--- src/rtl/bwt_key_streamer.sv ---
// Streams BWT prefix-doubling sort keys {idx, rank[idx], rank[idx+offset]} over valid/ready,
// LANES keys per beat, from a snapshot of the rank buffer taken at start.
//
//   state | meaning
//   IDLE  | waiting for start; snapshot registers hold the previous pass
//   LOAD  | reduce captured offset mod N (cyclic mode only; pad mode passes straight through)
//   EMIT  | key_valid high, cnt advances by LANES on each accepted beat
//   DONE  | one-cycle done pulse, then back to IDLE
module bwt_key_streamer #(
  parameter int STRING_LEN = 8,
  parameter int RANK_W     = 8,
  parameter int IDX_W      = 8,
  parameter int LANES      = 1,
  parameter logic [RANK_W-1:0] PAD_VALUE = '0
) (
  input  logic                                  clk,
  input  logic                                  rst,
  input  logic                                  start,
  input  logic                                  cyclic,
  input  logic [IDX_W-1:0]                      offset,
  input  logic [STRING_LEN*RANK_W-1:0]          buckets,
  output logic                                  key_valid,
  input  logic                                  key_ready,
  output logic [LANES*(IDX_W+2*RANK_W)-1:0]     key_data,
  output logic                                  busy,
  output logic                                  done
);

  localparam int KEY_W = IDX_W + 2*RANK_W;
  localparam int SW    = IDX_W + 1;
  localparam logic [SW-1:0] N_W     = SW'(STRING_LEN);
  localparam logic [SW-1:0] LANES_W = SW'(LANES);

  typedef enum logic [1:0] {S_IDLE, S_LOAD, S_EMIT, S_DONE} state_t;

  state_t                         state_q, state_d;
  logic [STRING_LEN*RANK_W-1:0]   snap_q, snap_d;
  logic [IDX_W-1:0]               off_q, off_d;
  logic                           cyc_q, cyc_d;
  logic [SW-1:0]                  cnt_q, cnt_d;
  logic [LANES*KEY_W-1:0]         keys;

  always_ff @(posedge clk) begin
    if (rst) begin
      state_q <= S_IDLE;
      snap_q  <= '0;
      off_q   <= '0;
      cyc_q   <= 1'b0;
      cnt_q   <= '0;
    end else begin
      state_q <= state_d;
      snap_q  <= snap_d;
      off_q   <= off_d;
      cyc_q   <= cyc_d;
      cnt_q   <= cnt_d;
    end
  end

  always_comb begin
    state_d   = state_q;
    snap_d    = snap_q;
    off_d     = off_q;
    cyc_d     = cyc_q;
    cnt_d     = cnt_q;
    key_valid = 1'b0;
    busy      = 1'b1;
    done      = 1'b0;
    case (state_q)
      S_IDLE: begin
        busy = 1'b0;
        if (start) begin
          snap_d  = buckets;
          off_d   = offset;
          cyc_d   = cyclic;
          cnt_d   = '0;
          state_d = S_LOAD;
        end
      end
      S_LOAD: begin
        // One subtraction per cycle keeps the reduction free of a divider.
        if (cyc_q && ({1'b0, off_q} >= N_W)) begin
          off_d = IDX_W'({1'b0, off_q} - N_W);
        end else begin
          state_d = S_EMIT;
        end
      end
      S_EMIT: begin
        key_valid = 1'b1;
        if (key_ready) begin
          cnt_d = cnt_q + LANES_W;
          if (cnt_q + LANES_W == N_W) state_d = S_DONE;
        end
      end
      S_DONE: begin
        done    = 1'b1;
        state_d = S_IDLE;
      end
      default: state_d = S_IDLE;
    endcase
  end

  always_comb begin
    logic [SW-1:0]     idx, sum, sidx;
    logic [RANK_W-1:0] first, second;
    keys   = '0;
    idx    = '0;
    sum    = '0;
    sidx   = '0;
    first  = '0;
    second = '0;
    for (int l = 0; l < LANES; l++) begin
      idx    = cnt_q + SW'(l);
      sum    = idx + {1'b0, off_q};
      // off_q < N once cyclic LOAD finishes, so a single conditional wrap suffices.
      sidx   = (cyc_q && (sum >= N_W)) ? (sum - N_W) : sum;
      first  = '0;
      second = PAD_VALUE;
      for (int j = 0; j < STRING_LEN; j++) begin
        if (idx == SW'(j)) first = snap_q[j*RANK_W +: RANK_W];
        if ((cyc_q || (sum < N_W)) && (sidx == SW'(j))) second = snap_q[j*RANK_W +: RANK_W];
      end
      keys[l*KEY_W +: KEY_W] = {idx[IDX_W-1:0], first, second};
    end
  end

  assign key_data = (state_q == S_EMIT) ? keys : '0;

endmodule

--- config.mk ---
export PLATFORM = sky130hd
export DESIGN_NAME = bwt_key_streamer
export DESIGN_NICKNAME = d
export VERILOG_FILES = /design/src/rtl/bwt_key_streamer.sv
export SDC_FILE = /design/constraint.sdc
export NUM_CORES = 1
export LEC_CHECK = 0
export BUFFER_PORTS_ARGS = -buffer_cell sky130_fd_sc_hd__buf_2
export CAP_MARGIN = 20
export CORE_MARGIN = 2
export CORE_UTILIZATION = 50
export CTS_CLUSTER_SIZE = 30
export DETAILED_ROUTE_END_ITERATION = 10
export PLACE_DENSITY = 0.73
export SYNTH_ARGS = -nofsm -noshare
export SYNTH_HDL_FRONTEND = slang
export SYNTH_SLANG_ARGS = --single-unit
--- constraint.sdc ---
create_clock -name clk -period 6.43 [get_ports clk]
set_input_delay 1.286 -clock clk [delete_from_list [all_inputs] [get_ports clk]]
set_output_delay 1.286 -clock clk [all_outputs]
set_load 0.02 [all_outputs]
After elaboration in Yosys (flattened, before gate mapping) --
Index checks and enable logic that the tools add are counted.
Word-level totals: flip-flop bits (word level) 84, output and inout bits 27
Operators by class: add/sub/neg operators 4, magnitude comparators 3, equality and inequality tests 23, muxes and demuxes 32, reduce and logical (&&, ||, !) cells 20
Operators with widths (number):
- two-way mux 8 bit | 18
- == test 9 x 3 -> 1 bit (second input constant) | 8
- == test 9 x 2 -> 1 bit (second input constant) | 4
- two-way mux 9 bit | 3
- two-way mux 24 bit | 1
- == test 9 x 1 -> 1 bit (second input constant) | 2
- logical NOT 9 bit | 2
- one-hot mux 9 bit (2 select lines) | 1
- one-hot mux 8 bit (2 select lines) | 1
- logical AND 1 bit | 10
- != test 2 bit (second input constant) | 5
- adder 9 x 1 -> 9 bit (second input constant) | 1
- adder 9 x 8 -> 9 bit | 1
- == test 9 x 4 -> 1 bit (second input constant) | 1
- >= comparator 9 x 4 -> 1 bit (second input constant) | 1
- less-than comparator 9 x 4 -> 1 bit (second input constant) | 1
- subtractor 9 x 4 -> 9 bit (second input constant) | 1
- >= comparator 8 x 4 -> 1 bit (second input constant) | 1
- two-way mux 2 bit | 4
- one-hot mux 2 bit (4 select lines) | 1
- subtractor 8 x 4 -> 8 bit (second input constant) | 1
- AND reduction 3 bit | 2
- == test 2 bit (second input constant) | 2
- AND reduction 4 bit | 1
- 6 further kinds | 9

Depth between registers and ports, before layout --
Gate-level depths: netlist (run 1).
depth in word-level cells 15, mapped depth 13, depth with buffers taken out 13

Least setup slack after synthesis (run 1) --
Ideal clock, no wire load.
kind register -> output, start point register cnt_q[0], end point output port key_data[7], arrival time 3617 ps, required time 5144 ps, setup slack 1527 ps, stages on the path, launching flop included 13, path through dfxtp_1 -> ha_1 -> fa_1 -> a211oi_2 -> nor2_1 -> xnor2_1 -> ha_1 -> xnor3_1 -> a211o_1 -> or4_1 -> a31oi_4 -> nor3b_2 -> o211a_1
Between the ends: cells in the longest elaborated chain, start to end 15
Ends and longest elaborated chain:
- start, declared | RTL line 40 | logic [SW-1:0] cnt_q, cnt_d;
- start signal, assigned | RTL line 55 | cnt_q <= cnt_d;
- adder 9 x 8 -> 9 bit * | RTL line 113 | sum = idx + {1'b0, off_q};
- >= comparator 9 x 4 -> 1 bit | RTL line 115 | sidx = (cyc_q && (sum >= N_W)) ? (sum - N_W) : sum;
- logical AND 1 bit | RTL line 115
- two-way mux 9 bit | RTL line 115
- logical NOT 9 bit | RTL line 120 | if ((cyc_q || (sum < N_W)) && (sidx == SW'(j))) second = snap_q[j*RANK_W +: RANK_W];
- logical AND 1 bit | RTL line 120
- two-way mux 8 bit (7 in series) | RTL line 120
- two-way mux 8 bit * | RTL line 120
- two-way mux 24 bit * | RTL line 126 | assign key_data = (state_q == S_EMIT) ? keys : '0;
- end, declared | RTL line 24 | output logic [LANES*(IDX_W+2*RANK_W)-1:0] key_data,
Every way passes the cells marked *; elsewhere a longest branch is shown, timed or not.

Final worst setup path (run 1) --
Same ends and word-level chain as after synthesis.

==> results of run 1 <==
power groups by stage:
| stage | sequential (W) | combinational [W] | clock [W] |
|---|---|---|---|
| CTS | 0.000693 | 0.000881 | 0.000377 |
| global placement | 0.000700 | 0.000853 | 0 |
| detailed placement | 0.000705 | 0.000876 | 0 |
| floorplan | 0.000673 | 0.000687 | 0 |
| finish | 0.000695 | 0.000897 | 0.000371 |
| global route | 0.000708 | 0.00100 | 0.000396 |
through the flow:
stage / total power, W / utilization [%]
floorplan: 0.00136 / -
global placement: 0.00155 / 56.3
detailed placement: 0.00158 / 56.3
CTS: 0.00195 / 58.1
global route: 0.00210 / 58.4
finish: 0.00196 / 58.4
cell families after synthesis:
family	share of synthesized area (%)
muxes	6.59
DFF	32.0
xor gates and xnor gates	1.76
adders and majority gates	4.90
and+or+nand+nor	24.9
buffers and inverters	4.45
AOI/OAI and AO/OA	25.4
final timing paths:
check	from	endpoint	slack (ns)	cells past startpoint
worst min register to register	snap_q[46]$_SDFFE_PP0P_	snap_q[46]$_SDFFE_PP0P_	0.47	2
worst min-delay path	snap_q[46]$_SDFFE_PP0P_	snap_q[46]$_SDFFE_PP0P_	0.47	2
worst max-delay path	cnt_q[0]$_SDFFE_PP0P_	key_data[7]	0.74	13
worst max register to register	cnt_q[1]$_SDFFE_PP0P_	state_q[0]$_SDFFE_PP0P_	4.05	9
tightest hold or removal path, stage by stage (launching register included):
cell and delay (ns):
dfxtp_1 0.32, nand2_1 0.05, a21oi_1 0.05
registers in the layout, summed over array words and instances, names as in the netlist:
| name | count |
|---|---|
| cyc_q | 1 |
| off_q | 8 |
| snap_q | 64 |
| state_q | 2 |
| cnt_q | 9 |
synthesized netlist by cell type, types with 2 or more instances:
cell type | n | area share [%]
xnor2_1 | 6 | 1.0
nor2b_1 | 10 | 1.2
clkbuf_1 | 45 | 3.2
o21ai_0 | 32 | 3.0
nand4_1 | 4 | 0.48
buf_1 | 3 | 0.21
nor2_1 | 43 | 3.1
or4_1 | 2 | 0.29
o2111a_1 | 8 | 1.7
nand3_1 | 22 | 2.1
and3_1 | 4 | 0.48
inv_1 | 13 | 0.93
a211o_1 | 2 | 0.33
o211a_1 | 2 | 0.38
a31oi_1 | 6 | 0.71
ha_1 | 19 | 4.5
mux4_2 | 8 | 3.4
nand2_1 | 152 | 11
or4_4 | 2 | 0.43
a21oi_1 | 106 | 10
nand2b_1 | 8 | 0.95
a22oi_1 | 13 | 1.9
nor3_1 | 15 | 1.4
o211ai_1 | 2 | 0.29
a211oi_1 | 21 | 3.0
xor2_1 | 2 | 0.33
mux2i_1 | 14 | 2.7
nor3b_1 | 3 | 0.43
and4_1 | 2 | 0.33
dfxtp_1 | 84 | 32
a221oi_1 | 4 | 0.67
and2_1 | 12 | 1.4
o22ai_1 | 2 | 0.24
routing by layer:
| layer | GRT usage [%] | vias up | wire (um) |
|---|---|---|---|
| li1 | - | 2615 | - |
| met1 | 36.1 | 2533 | 6840 |
| met2 | 46.8 | 161 | 7330 |
| met3 | 3.99 | 22 | 817 |
| met4 | 9.55 | 0 | 265 |
| met5 | 0 | - | 0 |
layout make-up:
type,count,area (um2),share of cell area [%]
repair buffers,108,568,9.46
multi-input cells,552,3340,55.7
well taps,136,170,2.84
clock inverters,3,20.0,0.334
inverters,13,48.8,0.813
clock buffers,13,169,2.81
flip-flops and latches,84,1680,28.0
==> results by group, run 1 <==
Outcome
  • Status: finished clean

Setup path
  • Most common cell on crit path: ha_1
  • Critical Path End Type: output port
  • Critical Path Fanout Max: 10
  • Worst path slowest cell: or4_1
  • Worst path arrival time: 4.41 ns
  • Kind of critical path: flip-flop to output port
  • Setup crit start kind: flip-flop
  • Worst-path cell chain: ha_1 -> fa_1 -> a211oi_2 -> nor2_1 -> xnor2_1 -> ha_1 -> xnor3_1 -> a211o_1 -> or4_1 -> a31oi_4 -> nor3b_2 -> o211a_1 -> buf_2
  • Critical path's largest stage delay: 0.56 ns
  • CP bufs+invs: 1
  • Worst EP required: 5.14 ns
  • CP top delay family: compound AO/OA/AOI/OAI gates

Finish
  • Antenna Cells: 0
  • Commonest non-fill, non-tap cells in the layout: nand2_1, a21oi_1, buf_2, dfxtp_1, nor2_1
  • Final #Nets: 865
  • Layout cell share with drive strength beyond 1: 19.1%
  • Final Non-Filler Cells: 909
  • Fillers: 1003
  • Commonest non-fill, non-tap cell in the layout: nand2_1
  • Fin area: 0.00600 mm2
  • Area grow syn2layout: 14.2%

Logic synthesis
  • Synth Cell Area: 0.00526 mm2
  • Number of synthesized flops with an enable pin: 0
  • Post-synth ARST share: 0%
  • Sequential share of the synthesized area: 32.0%
  • Ys flop type: dfxtp_1
  • Synth cell types: 60
  • Post-Syn Nets: 795
  • Synth warnings: 0
  • Yosys reg bits: 84
  • Synthesized area per cell: 7.53 um2
  • Synth Instances: 698

STA
  • Slew Viols, Final: 0
  • Max Clock Freq: 176 MHz
  • Endpoints failing setup: 0
  • Final WS setup: 0.737 ns
  • Hold Vio Cnt, Final: 0
  • Minimum clock period: 5.69 ns
  • RSZ-0062 raised after global routing: no
  • Final period util: 88.5%
  • WHS: 0.473 ns
  • Max Clock Skew: 0.00598 ns
  • Setup Total Neg Slack: 0 ns
  • Max_slew headroom: 39.1%
  • Measured slew at the worst slew-check pin: 0.912 ns

Clock tree
  • CTS buffer count: 9
  • CTS clk-pin slew, worst paths: 0.08 ns
  • CTS Hold Bufs: 0
  • Root Buffer: clkbuf_8
  • Clk Latency, worst-skew pair: 0.38 ns
  • CTS H-Tree Depth: 3
  • Bufs on Longest Clock Path: 2
  • Post-CTS resize count: 0
  • Setup repair bufs after CTS: 0
  • Clk sink count: 84
  • TritonCTS clock tree: built

Global routing
  • All-Layer GR Usage: 27.7%
  • Gr ovfl total: 0
  • Vias in the first global route: 5091
  • Initial antenna violation count: 0
  • Largest net degree at the start of global routing: 85
  • First-pass GRT wire length: 24.9 mm

Run
  • # Max-Cap Violations: 0

Die
  • Die W: 107 um
  • Full die area: 0.0113 mm2
  • # IOs: 104
  • Initial Util: 51.1%
  • Row count: 37
  • Core box area: 0.0103 mm2
  • Die H: 107 um

Placed design
  • Dpl hpwl: 11.0 mm
  • Routability cong.: 0.918
  • Placed cells: 891
  • IO buf count: 103
  • Pre-CTS setup slack: 1.17 ns
  • Placed cell areas: 0.00579 mm2

Routing
  • Via Count: 5331
  • WL/cell: 16.8 um
  • Drc violations: 0
  • Drt first-iter violations: 257
  • WL final: 15.3 mm
  • Drt pass-1 iters: 5
  • Via/cell ratio: 5.86
  • ANT nets after route: 0

Power and ir drop
  • Leak Pwr: 2.42 nW
  • Sw Pwr: 0.000839 W
  • Sequential Power Share: 35.4%
  • Comb power frac: 45.7%
  • PwrDens: 327 mW/mm2
  • Power Internal: 0.00112 W
  • Switch share: 42.8%
  • Max IR drop VDD: 179 uV
  • Clock Power Share: 18.9%

Min path
  • Min-delay worst type: flip-flop to flip-flop
No activity file was read; power rests on OpenSTA's default activity.
==> run 2: changes to the inputs <==
--- a/config.mk
+++ b/config.mk
@@ -5,6 +5,7 @@
 export SDC_FILE = /design/constraint.sdc
 export NUM_CORES = 1
 export LEC_CHECK = 0
+export ABC_AREA = 1
 export BUFFER_PORTS_ARGS = -buffer_cell sky130_fd_sc_hd__buf_2
 export CAP_MARGIN = 20
 export CORE_MARGIN = 2
==> results by group, run 2 <==
Setup path
  • Kind of critical path: flip-flop to output port
  • Critical Path End Type: output port
  • Worst path slowest cell: nor2_4
  • Most common cell on crit path: nand2_1
  • Worst path arrival time: 4.11 ns (-0.30 ns)
  • Worst EP required: 5.14 ns (about the same)
  • Setup crit start kind: flip-flop
  • Worst-path cell chain: ha_1 -> fa_1 -> nand2_1 -> nand2_1 -> nand2_1 -> nand2_1 -> nand2_1 -> ha_1 -> nand3_1 -> nor2_2 -> nand3_2 -> nand3_1 -> nand3_2 -> nor2_4 -> nand2_1 -> inv_2 -> nand2_2 -> o21ai_0 -> inv_1 -> nand4_1 -> nand2_1 -> inv_1 -> buf_2
  • Critical Path Fanout Max: 27 (+17)
  • CP bufs+invs: 4 (+3)
  • CP top delay family: simple AND/OR/NAND/NOR gates
  • Critical path's largest stage delay: 0.44 ns (-0.12 ns)

Finish
  • Area grow syn2layout: 14.7%
  • Final #Nets: 1031 (+19%)
  • Largest registers: snap_q (64), cnt_q (9), off_q (8)
  • Max reg flops: 64 (unchanged)
  • Fillers: 1094 (+9.1%)
  • Biggest register: snap_q
  • Layout cell share with drive strength beyond 1: 15.4% (-3.7 points)
  • Fin util: 59.3% (+0.85 points)
  • Antenna Cells: 0 (unchanged)
  • Commonest non-fill, non-tap cell in the layout: nand2_1
  • Fin area: 0.00614 mm2 (+2.4%)
  • Commonest non-fill, non-tap cells in the layout: nand2_1, nor2_1, inv_1, o21ai_0, buf_2

Die
  • Die W: 108 um (+0.93%)
  • Initial Util: 51.7% (+0.53 points)
  • Core box area: 0.0104 mm2 (+0.90%)
  • Full die area: 0.0116 mm2 (+1.9%)
  • # IOs: 104 (unchanged)
  • Row count: 37 (unchanged)
  • Die H: 108 um (+0.93%)

Run
  • # Max-Cap Violations: 0 (unchanged)

Logic synthesis
  • Area leader, netlist: dfxtp_1
  • Synth warnings: 0 (unchanged)
  • Ranking of synthesized cells by area: dfxtp_1, o21ai_0, nand2_1
  • Synth cell count leaders: nand2_1, nor2_1, inv_1, o21ai_0, dfxtp_1
  • Yosys reg bits: 84 (unchanged)
  • Post-synth ARST share: 0% (unchanged)
  • Most common cell in the synthesized netlist: nand2_1
  • Number of synthesized flops with an enable pin: 0 (unchanged)
  • Synth Instances: 853 (+22%)
  • Synth top area share: 31.4% (-0.61 points)
  • Synthesized area per cell: 6.28 um2 (-17%)
  • Ys flop type: dfxtp_1
  • Synth Cell Area: 0.00536 mm2 (+2.0%)
  • Post-Syn Nets: 950 (+19%)
  • Sequential share of the synthesized area: 31.4% (-0.61 points)
  • Synth cell types: 36 (-40%)

Clock tree
  • Clk sink count: 84 (unchanged)
  • CTS buffer count: 9 (unchanged)
  • CTS H-Tree Depth: 3 (unchanged)
  • Post-CTS resize count: 0 (unchanged)
  • Bufs on Longest Clock Path: 2 (unchanged)
  • Clk Latency, worst-skew pair: 0.37 ns (about the same)
  • Root Buffer: clkbuf_8
  • TritonCTS clock tree: built
  • CTS Hold Bufs: 0 (unchanged)
  • Setup repair bufs after CTS: 0 (unchanged)
  • CTS clk-pin slew, worst paths: 0.09 ns (about the same)

Routing
  • Drc violations: 0 (unchanged)
  • Drt pass-1 iters: 5 (unchanged)
  • WL/cell: 13.7 um (-18%)
  • Via Count: 5644 (+5.9%)
  • ANT nets after route: 0 (unchanged)
  • WL final: 14.8 mm (-3.1%)
  • Drt first-iter violations: 364 (+42%)
  • Via/cell ratio: 5.25 (-10%)

STA
  • Max_slew headroom: 30.5% (-8.6 points)
  • Setup Total Neg Slack: 0 ns (unchanged)
  • Minimum clock period: 5.40 ns (-0.295 ns)
  • Hold Vio Cnt, Final: 0 (unchanged)
  • Measured slew at the worst slew-check pin: 1.03 ns (+0.123 ns)
  • Final period util: 83.9% (-4.6 points)
  • Endpoints failing setup: 0 (unchanged)
  • Slew Viols, Final: 0 (unchanged)
  • Max Clock Skew: 0.00714 ns (+0.00116 ns)
  • RSZ-0062 raised after global routing: no
  • Final WS setup: 1.03 ns (+0.295 ns)
  • Max Clock Freq: 185 MHz (+5.5%)

Placed design
  • Placed cell areas: 0.00592 mm2 (+2.3%)
  • Dpl hpwl: 11.0 mm (+0.53%)
  • IO buf count: 103 (unchanged)
  • Pre-CTS setup slack: 1.54 ns (+0.376 ns)
  • Routability cong.: 0.930 (+1.4%)

Global routing
  • Met3 usage: 4.18% (+0.19 points)
  • Vias in the first global route: 4878 (-4.2%)
  • Met2 usage: 39.3% (-7.5 points)
  • All-Layer GR Usage: 25.7% (-2.0 points)
  • Grt met1 use: 36.7% (+0.62 points)
  • First-pass GRT wire length: 23.5 mm (-5.4%)
  • Initial antenna violation count: 0 (unchanged)
  • Global routing's busiest layer: met2
  • Largest net degree at the start of global routing: 82 (-3.5%)
  • Gr ovfl total: 0 (unchanged)

Min path
  • Min-delay worst type: flip-flop to flip-flop

Power and ir drop
  • PwrDens: 358 mW/mm2 (+9.4%)
  • Clock Power Share: 19.8% (+0.9 points)
  • Leak Pwr: 3.02 nW (+25%)
  • Max IR drop VDD: 161 uV (-9.7%)
  • Power Internal: 0.00121 W (+7.5%)
  • Comb power frac: 44.5% (-1.2 points)
  • Sequential Power Share: 35.7% (+0.3 points)
  • Sw Pwr: 0.000990 W (+18%)
  • Switch share: 45.0% (+2.3 points)

Outcome
  • Status: finished clean
==> run 2: path summary, 6_finish.rpt <==
check | from | to | slack (ns) | cells after the start
max | cnt_q[0]$_SDFFE_PP0P_ | key_data[5] | 1.03 | 23
max reg2reg | cnt_q[1]$_SDFFE_PP0P_ | state_q[1]$_SDFFE_PP0P_ | 4.03 | 11
min reg2reg | off_q[2]$_SDFFE_PP0P_ | off_q[2]$_SDFFE_PP0P_ | 0.46 | 2
min | off_q[2]$_SDFFE_PP0P_ | off_q[2]$_SDFFE_PP0P_ | 0.46 | 2
==> run 2: per-stage QoR <==
step / hold slack (ns) / total power, W / cells
after floorplan: 0.428 / 0.00151 / 853
after global placement: 0.444 / 0.00174 / 1059
after detailed placement: 0.444 / 0.00176 / 1059
after CTS: 0.458 / 0.00219 / 1075
after global routing: 0.477 / 0.00236 / 1075
final: 0.460 / 0.00220 / 1075
==> run 2: layer usage <==
layer | wire length (um) | part of all wire [%]
met5 | 0 | 0
met2 | 6410 | 43
met3 | 956 | 6.5
met4 | 272 | 1.8
met1 | 7130 | 48
==> run 2: area by class of cell <==
| cell class | instances | area [um2] | area share, % |
|---|---|---|---|
| clock buffers | 11 | 141 | 2.30 |
| flip-flops and latches | 84 | 1680 | 27.4 |
| clock inverters | 5 | 83.8 | 1.36 |
| inverters | 117 | 439 | 7.15 |
| well taps | 136 | 170 | 2.77 |
| repair buffers | 105 | 531 | 8.63 |
| multi-input cells | 617 | 3100 | 50.4 |
==> run 2: logic make-up (layout without fill, tap and decap cells) <==
logic type | after synthesis | in the layout | share of synthesized area (%)
compound gates | 197 | 197 | 19.6
xor+xnor | 9 | 9 | 1.47
fa+ha+maj | 20 | 20 | 4.81
buf+inv | 152 | 238 | 10.9
flops | 84 | 84 | 31.4
simple gates | 391 | 391 | 31.9
==> run 2: worst reg2reg max path: stages (launching register included) <==
cell	delay [ns]
dfxtp_1	0.48
ha_1	0.27
nand2_1	0.09
inv_1	0.10
nand4_1	0.14
nor3_1	0.21
xor2_1	0.17
inv_1	0.08
o41ai_1	0.30
nand3_1	0.20
o21ai_0	0.21
a21oi_1	0.06
==> run 2: power by group through the flow <==
stage / clock network [W] / registers [W] / logic [W]
after floorplan: 0 / 0.000749 / 0.000756
after global placement: 0 / 0.000790 / 0.000952
after detailed placement: 0 / 0.000792 / 0.000963
after CTS: 0.000439 / 0.000781 / 0.000968
after global routing: 0.000457 / 0.000797 / 0.00111
final: 0.000434 / 0.000784 / 0.000978
